<file path="src/rtl/alu_pkg.sv">
// Shared types and constants for the handshaked ALU.
package alu_pkg;

    // Operation select; encodings 12-15 are illegal and produce a zero result.
    typedef enum logic [3:0] {
        OpAdd  = 4'd0,
        OpSub  = 4'd1,
        OpXor  = 4'd2,
        OpAnd  = 4'd3,
        OpOr   = 4'd4,
        OpNor  = 4'd5,
        OpSlt  = 4'd6,
        OpSltu = 4'd7,
        OpSll  = 4'd8,
        OpSrl  = 4'd9,
        OpSra  = 4'd10,
        OpMul  = 4'd11
    } alu_op_e;

    localparam logic [3:0] OP_LAST_LEGAL = 4'd11;

    typedef enum logic {
        StIdle    = 1'b0,
        StMulBusy = 1'b1
    } alu_state_e;

endpackage

</file>
<file path="src/rtl/alu_mul_iter.sv">
// Iterative shift-add multiplier: one multiplier bit per cycle, LSB first.
// done is asserted during the cycle whose edge retires the last bit; product
// already includes that final partial product so the caller can load it then.
module alu_mul_iter #(
    parameter int WIDTH = 32,
    parameter int SHW   = $clog2(WIDTH)
) (
    input  logic               clk,
    input  logic               reset,
    input  logic               start,
    input  logic [WIDTH-1:0]   a,
    input  logic [WIDTH-1:0]   b,
    output logic               done,
    output logic [2*WIDTH-1:0] product
);

    logic [2*WIDTH-1:0] mcand_q, mcand_d;
    logic [2*WIDTH-1:0] acc_q, acc_d;
    logic [WIDTH-1:0]   mplier_q, mplier_d;
    logic [SHW-1:0]     cnt_q, cnt_d;
    logic               busy_q, busy_d;
    logic [2*WIDTH-1:0] acc_next;

    assign acc_next = acc_q + (mplier_q[0] ? mcand_q : '0);
    assign done     = busy_q && (cnt_q == SHW'(WIDTH - 1));
    assign product  = acc_next;

    // Next-state: load operands on start, otherwise retire one bit per cycle.
    always_comb begin
        mcand_d  = mcand_q;
        acc_d    = acc_q;
        mplier_d = mplier_q;
        cnt_d    = cnt_q;
        busy_d   = busy_q;
        if (start) begin
            mcand_d  = {{WIDTH{1'b0}}, a};
            mplier_d = b;
            acc_d    = '0;
            cnt_d    = '0;
            busy_d   = 1'b1;
        end else if (busy_q) begin
            acc_d    = acc_next;
            mcand_d  = mcand_q << 1;
            mplier_d = mplier_q >> 1;
            cnt_d    = cnt_q + SHW'(1);
            if (done) begin
                busy_d = 1'b0;
            end
        end
    end

    // Multiplier state registers; reset aborts any running product.
    always_ff @(posedge clk) begin
        if (reset) begin
            mcand_q  <= '0;
            acc_q    <= '0;
            mplier_q <= '0;
            cnt_q    <= '0;
            busy_q   <= 1'b0;
        end else begin
            mcand_q  <= mcand_d;
            acc_q    <= acc_d;
            mplier_q <= mplier_d;
            cnt_q    <= cnt_d;
            busy_q   <= busy_d;
        end
    end

endmodule

</file>
<file path="src/rtl/alu_pipe.sv">
// Handshaked ALU: single-cycle logic/arith/shift ops plus a multi-cycle MUL.
// Results sit in an output register until the consumer takes them.
module alu_pipe
    import alu_pkg::*;
#(
    parameter int WIDTH = 32,
    parameter int SHW   = $clog2(WIDTH)
) (
    input  logic             clk,
    input  logic             reset,
    input  logic             in_valid,
    output logic             in_ready,
    input  logic [3:0]       op,
    input  logic [WIDTH-1:0] a,
    input  logic [WIDTH-1:0] b,
    output logic             out_valid,
    input  logic             out_ready,
    output logic [WIDTH-1:0] r,
    output logic             zero,
    output logic             ovf,
    output logic             carry
);

    alu_state_e       state_q, state_d;
    logic             out_valid_q, out_valid_d;
    logic [WIDTH-1:0] r_q, r_d;
    logic             ovf_q, ovf_d;
    logic             carry_q, carry_d;

    logic             accept;
    logic             is_mul;
    logic             mul_start;
    logic             mul_done;
    logic [2*WIDTH-1:0] mul_product;

    logic [WIDTH:0]   sum_ext;
    logic [WIDTH:0]   diff_ext;
    logic [SHW-1:0]   shamt;
    logic [WIDTH-1:0] alu_r;
    logic             alu_ovf;
    logic             alu_carry;

    // Reset forces in_ready low so nothing is accepted on the reset edge.
    assign in_ready  = !reset && (state_q == StIdle) && (!out_valid_q || out_ready);
    assign accept    = in_valid && in_ready;
    assign is_mul    = (op == OpMul);
    assign mul_start = accept && is_mul;

    assign sum_ext  = {1'b0, a} + {1'b0, b};
    assign diff_ext = {1'b0, a} - {1'b0, b};
    assign shamt    = b[SHW-1:0];

    assign out_valid = out_valid_q;
    assign r         = r_q;
    assign zero      = (r_q == '0);
    assign ovf       = ovf_q;
    assign carry     = carry_q;

    alu_mul_iter #(
        .WIDTH (WIDTH),
        .SHW   (SHW)
    ) u_mul (
        .clk     (clk),
        .reset   (reset),
        .start   (mul_start),
        .a       (a),
        .b       (b),
        .done    (mul_done),
        .product (mul_product)
    );

    // Single-cycle result and flags; illegal encodings fall through to zeros.
    always_comb begin
        alu_r     = '0;
        alu_ovf   = 1'b0;
        alu_carry = 1'b0;
        if (op <= OP_LAST_LEGAL) begin
            case (alu_op_e'(op))
                OpAdd: begin
                    alu_r     = sum_ext[WIDTH-1:0];
                    alu_carry = sum_ext[WIDTH];
                    alu_ovf   = (a[WIDTH-1] == b[WIDTH-1]) && (sum_ext[WIDTH-1] != a[WIDTH-1]);
                end
                OpSub: begin
                    alu_r     = diff_ext[WIDTH-1:0];
                    // The extended difference goes negative exactly when a <u b.
                    alu_carry = diff_ext[WIDTH];
                    alu_ovf   = (a[WIDTH-1] != b[WIDTH-1]) && (diff_ext[WIDTH-1] != a[WIDTH-1]);
                end
                OpXor:  alu_r = a ^ b;
                OpAnd:  alu_r = a & b;
                OpOr:   alu_r = a | b;
                OpNor:  alu_r = ~(a | b);
                OpSlt:  alu_r = {{(WIDTH-1){1'b0}}, ($signed(a) < $signed(b))};
                OpSltu: alu_r = {{(WIDTH-1){1'b0}}, (a < b)};
                OpSll:  alu_r = a << shamt;
                OpSrl:  alu_r = a >> shamt;
                OpSra:  alu_r = $signed(a) >>> shamt;
                default: begin
                    alu_r     = '0;
                    alu_ovf   = 1'b0;
                    alu_carry = 1'b0;
                end
            endcase
        end
    end

    // Sequencer next-state: drain, accept, and MUL completion.
    always_comb begin
        state_d     = state_q;
        out_valid_d = out_valid_q;
        r_d         = r_q;
        ovf_d       = ovf_q;
        carry_d     = carry_q;
        if (out_valid_q && out_ready) begin
            out_valid_d = 1'b0;
        end
        if (accept) begin
            if (is_mul) begin
                state_d = StMulBusy;
            end else begin
                r_d         = alu_r;
                ovf_d       = alu_ovf;
                carry_d     = alu_carry;
                out_valid_d = 1'b1;
            end
        end
        if ((state_q == StMulBusy) && mul_done) begin
            r_d         = mul_product[WIDTH-1:0];
            ovf_d       = |mul_product[2*WIDTH-1:WIDTH];
            carry_d     = 1'b0;
            out_valid_d = 1'b1;
            state_d     = StIdle;
        end
    end

    // State and registered outputs.
    always_ff @(posedge clk) begin
        if (reset) begin
            state_q     <= StIdle;
            out_valid_q <= 1'b0;
            r_q         <= '0;
            ovf_q       <= 1'b0;
            carry_q     <= 1'b0;
        end else begin
            state_q     <= state_d;
            out_valid_q <= out_valid_d;
            r_q         <= r_d;
            ovf_q       <= ovf_d;
            carry_q     <= carry_d;
        end
    end

endmodule

</file>
<file path="config.mk">
export PLATFORM = sky130hd
export DESIGN_NAME = alu_pipe
export DESIGN_NICKNAME = d
export VERILOG_FILES = /design/src/rtl/alu_pkg.sv /design/src/rtl/alu_mul_iter.sv /design/src/rtl/alu_pipe.sv
export SDC_FILE = /design/constraint.sdc
export NUM_CORES = 1
export LEC_CHECK = 0
export ABC_AREA = 1
export CORE_AREA = 2 2 279 308
export DETAILED_ROUTE_END_ITERATION = 7
export DIE_AREA = 0 0 281 310
export GPL_TIMING_DRIVEN = 0
export PLACE_DENSITY = 0.51
export SKIP_LAST_GASP = 1
export SLEW_MARGIN = 10
export SYNTH_ARGS = -nofsm -noshare
export SYNTH_HDL_FRONTEND = slang
export SYNTH_HIERARCHICAL = 1
export SYNTH_SLANG_ARGS = --single-unit
</file>
<file path="constraint.sdc">
create_clock -name clk -period 3.49 [get_ports clk]
set_input_delay 1.047 -clock clk [delete_from_list [all_inputs] [get_ports clk]]
set_output_delay 1.047 -clock clk [all_outputs]
set_load 0.02 [all_outputs]
</file>
==> impl_metrics.py <==
metrics = {
    "outcome": {
        "status": "complete, but fails checks",
        "violations": "negative setup slack",
    },
    "placed_design": {
        "dp_cells": 5881,
        "place_ws_ns": -2.230,
        "dpl.hpwl_um": 115000,
        "gp_congestion": 1.101,
        "portBuffers": 108,
        "placed_cell_area_um2": 27470,
    },
    "sta": {
        "fin_tns_setup_ns": -0.2522,
        "setup_ws_ns": -0.06640,
        "finalHoldViolCount": 0,
        "fin_crit_sh": 1.019,
        "post-route-min-period_ns": 3.556,
        "maxSlewHeadroom": 0.3940,
        "max_freq_mhz": 281.2,
        "rsz0062_at_grt": "yes",
        "tightestPinTransition_ns": 0.9091,
        "hold_ws_ns": 0.4626,
        "fin_skew_ns": 0.04055,
        "final_max_slew_viol_count": 0,
        "setup_violations": 8,
    },
    "cts": {
        "cts-root-buf": "clkbuf_16",
        "cts.htree.levels": 1,
        "cts_tree": "done",
        "cts_buffers": 24,
        "clkSlewWorstSetupHoldPaths_ns": 0.06,
        "cts_num_sinks": 202,
        "insertion_delay_ns": 0.56,
        "clockBufferDepth": 3,
    },
    "floorplan": {
        "ioPinCount": 109,
        "die-area_um2": 87110,
        "die_x_um": 281,
        "coreArea_um2": 84220,
        "start_util": 0.2964,
        "placementRows": 112,
        "die_y_um": 310,
    },
    "pwr": {
        "power_leakage_nw": 15.77,
        "swShare": 0.3935,
        "finalPower_mw": 7.330,
        "switchingPower_mw": 2.884,
        "pwr-share-clk": 0.343,
        "p_int_mw": 4.446,
        "power_frac_seq": 0.327,
        "ir_drop_v": 0.0002471,
        "power_frac_comb": 0.330,
        "power_density_nw_per_um2": 247.7,
    },
    "global_route": {
        "grt_usage": 0.3123,
        "overflow": 0,
        "grt_max_degree": 17,
        "grt_pass1_vias": 29200,
        "grt_pass1_wl_um": 198800,
        "antenna_found_initial": 11,
    },
    "yosys": {
        "synth_seq_cells": 202,
        "syn_nets": 4879,
        "syn-mean-instance-area_um2": 5.389,
        "ys_types": 52,
        "seq_area_frac_synth": 0.1620,
        "yosys_warnings": 6,
        "ys.flop_type": "dfxtp_1",
        "postSynthCellCount": 4633,
        "synth_edf_count": 0,
        "syn_area_um2": 24970,
        "synthArstFlopShare": 0,
    },
    "worst_setup_path": {
        "crit_arrival_ns": 3.96,
        "critPathRequiredTime_ns": 3.89,
        "setup.worst_path.class": "reg -> reg",
        "cp-start-kind": "flop",
        "critPathCaptureType": "flop",
        "crit_fanout": 10,
        "reg2regPathDepth": 21,
    },
    "min_path": {
        "holdPathStages": 2,
        "hold_path.class": "reg -> reg",
    },
    "drt": {
        "drc": 0,
        "vias": 31320,
        "ant_nets": 0,
        "drtPass1Iterations": 6,
        "viasPerCell": 5.263,
        "drt_iter0_drc": 3438,
        "avgRoutedWirePerCell_um": 23.34,
        "finalWirelength_um": 138900,
    },
    "finish": {
        "regArea_um2": 4048,
        "final.fill_count": 9671,
        "drive_above_1_share": 0.1040,
        "multi_input_area_um2": 18220,
        "final_area_um2": 29590,
        "syn_to_final_growth_pct": 18.54,
        "instances_no_fill": 5951,
        "final_net_count": 5032,
        "utilization": 0.3514,
    },
    "flow_run": {
        "cap_viol_max_count": 0,
    },
}
[final timing paths]
kind | slack, ns | end | from
max | -0.07 | ovf | u_mul/mplier_q[0]
min | 0.46 | u_mul/mplier_q[8] | u_mul/mplier_q[8]
max reg2reg | -0.07 | ovf | u_mul/mplier_q[0]
min reg2reg | 0.46 | u_mul/mplier_q[8] | u_mul/mplier_q[8]
[cell families after synthesis]
family          after synthesis  share of synthesized area
simple gates               2707                     0.4566
fa+ha+maj                   174                    0.08811
flops                       202                     0.1620
buf+inv                     980                     0.1538
compound gates              537                     0.1267
xor+xnor                     33                    0.01278
[power by group through the flow]
stage	registers (mW)	logic [mW]	clock network, mW
finish	2.39	2.42	2.52
global route	2.40	2.56	2.65
CTS	2.39	2.30	2.57
detailed placement	2.44	2.26	0
global placement	2.44	2.28	0
floorplan	2.44	1.26	0
[worst max-delay path, cell delays in order (launching register included)]
cell and delay (ns):
dfxtp_4 0.37, clkbuf_8 0.17, clkbuf_8 0.16, nand2_1 0.06, inv_1 0.10, ha_2 0.33
nand2_1 0.09, nand2_1 0.09, a21oi_2 0.17, nor2_1 0.07, nor2_2 0.15, nand2_1 0.12
a21oi_4 0.22, nand2_1 0.09, nand2_1 0.08, nand2_1 0.10, nor4_4 0.32, nand4_1 0.19
nor2_2 0.19, a21oi_2 0.12, a21oi_1 0.13, a21oi_1 0.07
[sequential cells by signal (all words and copies together), names as in the netlist]
register / cells
u_mul/mcand_q: 64
u_mul/busy_q: 1
ovf: 1
u_mul/cnt_q: 5
u_mul/acc_q: 64
u_mul/mplier_q: 32
state_q: 1
r: 32
out_valid: 1
carry: 1
[cells in the mapped netlist (56+ instances only)]
| library cell | n | area share |
|---|---|---|
| a21oi_1 | 198 | 0.040 |
| buf_2 | 56 | 0.011 |
| clkbuf_1 | 86 | 0.013 |
| dfxtp_1 | 202 | 0.16 |
| ha_1 | 171 | 0.086 |
| inv_1 | 776 | 0.12 |
| nand2_1 | 1547 | 0.23 |
| nand3_1 | 506 | 0.10 |
| nor2_1 | 409 | 0.061 |
| nor3_1 | 85 | 0.017 |
| o21ai_0 | 139 | 0.028 |
[layer usage]
metal,wire (um),part of all wire,global-route usage,vias up
li1,-,-,-,15000
met2,59950,0.43,0.4930,1423
met3,11860,0.085,0.05339,334
met1,58660,0.42,0.4090,14550
met5,87,0.00063,0,-
met4,8342,0.060,0.1573,14
[what timing repair did]
item	in CTS	in global routing
pin swaps	26	9
setup buffers	17	2
gates cloned	2	0
endpoints found under the setup margin	188	141
resized for setup	390	121
hold buffers	0	0
hold endpoints to repair	0	0
[layout make-up]
class / count / area share
multi-input combinational: 3451 / 0.6157
sequential: 202 / 0.1368
inverter: 802 / 0.1021
tap: 1140 / 0.04820
timing repair buffer: 129 / 0.03805
buffer: 176 / 0.03226
clock buffer: 33 / 0.02347
clock inverter: 7 / 0.002579
antenna: 11 / 0.0009302
[placed cells by master (no fill, tap or decap), types with 16 or more instances in the layout]
cell type	instances
nor2_1	379
buf_2	61
o221ai_1	48
o21ai_0	131
nand3_2	17
ha_1	125
inv_1	766
a31oi_1	22
a21oi_2	16
nand4_1	48
a211oi_1	20
xor2_1	24
nor2_2	51
ha_4	30
clkdlybuf4s50_1	48
a21oi_1	180
o211ai_1	23
ha_2	16
nand2_1	1487
a22oi_1	32
nand3_1	487
clkbuf_2	26
inv_2	29
clkbuf_1	73
o21ai_1	20
nor3_1	81
clkbuf_16	25
dfxtp_1	201
buf_4	30
nand2_2	68
o22ai_1	17
No activity file was read; power rests on OpenSTA's default activity.
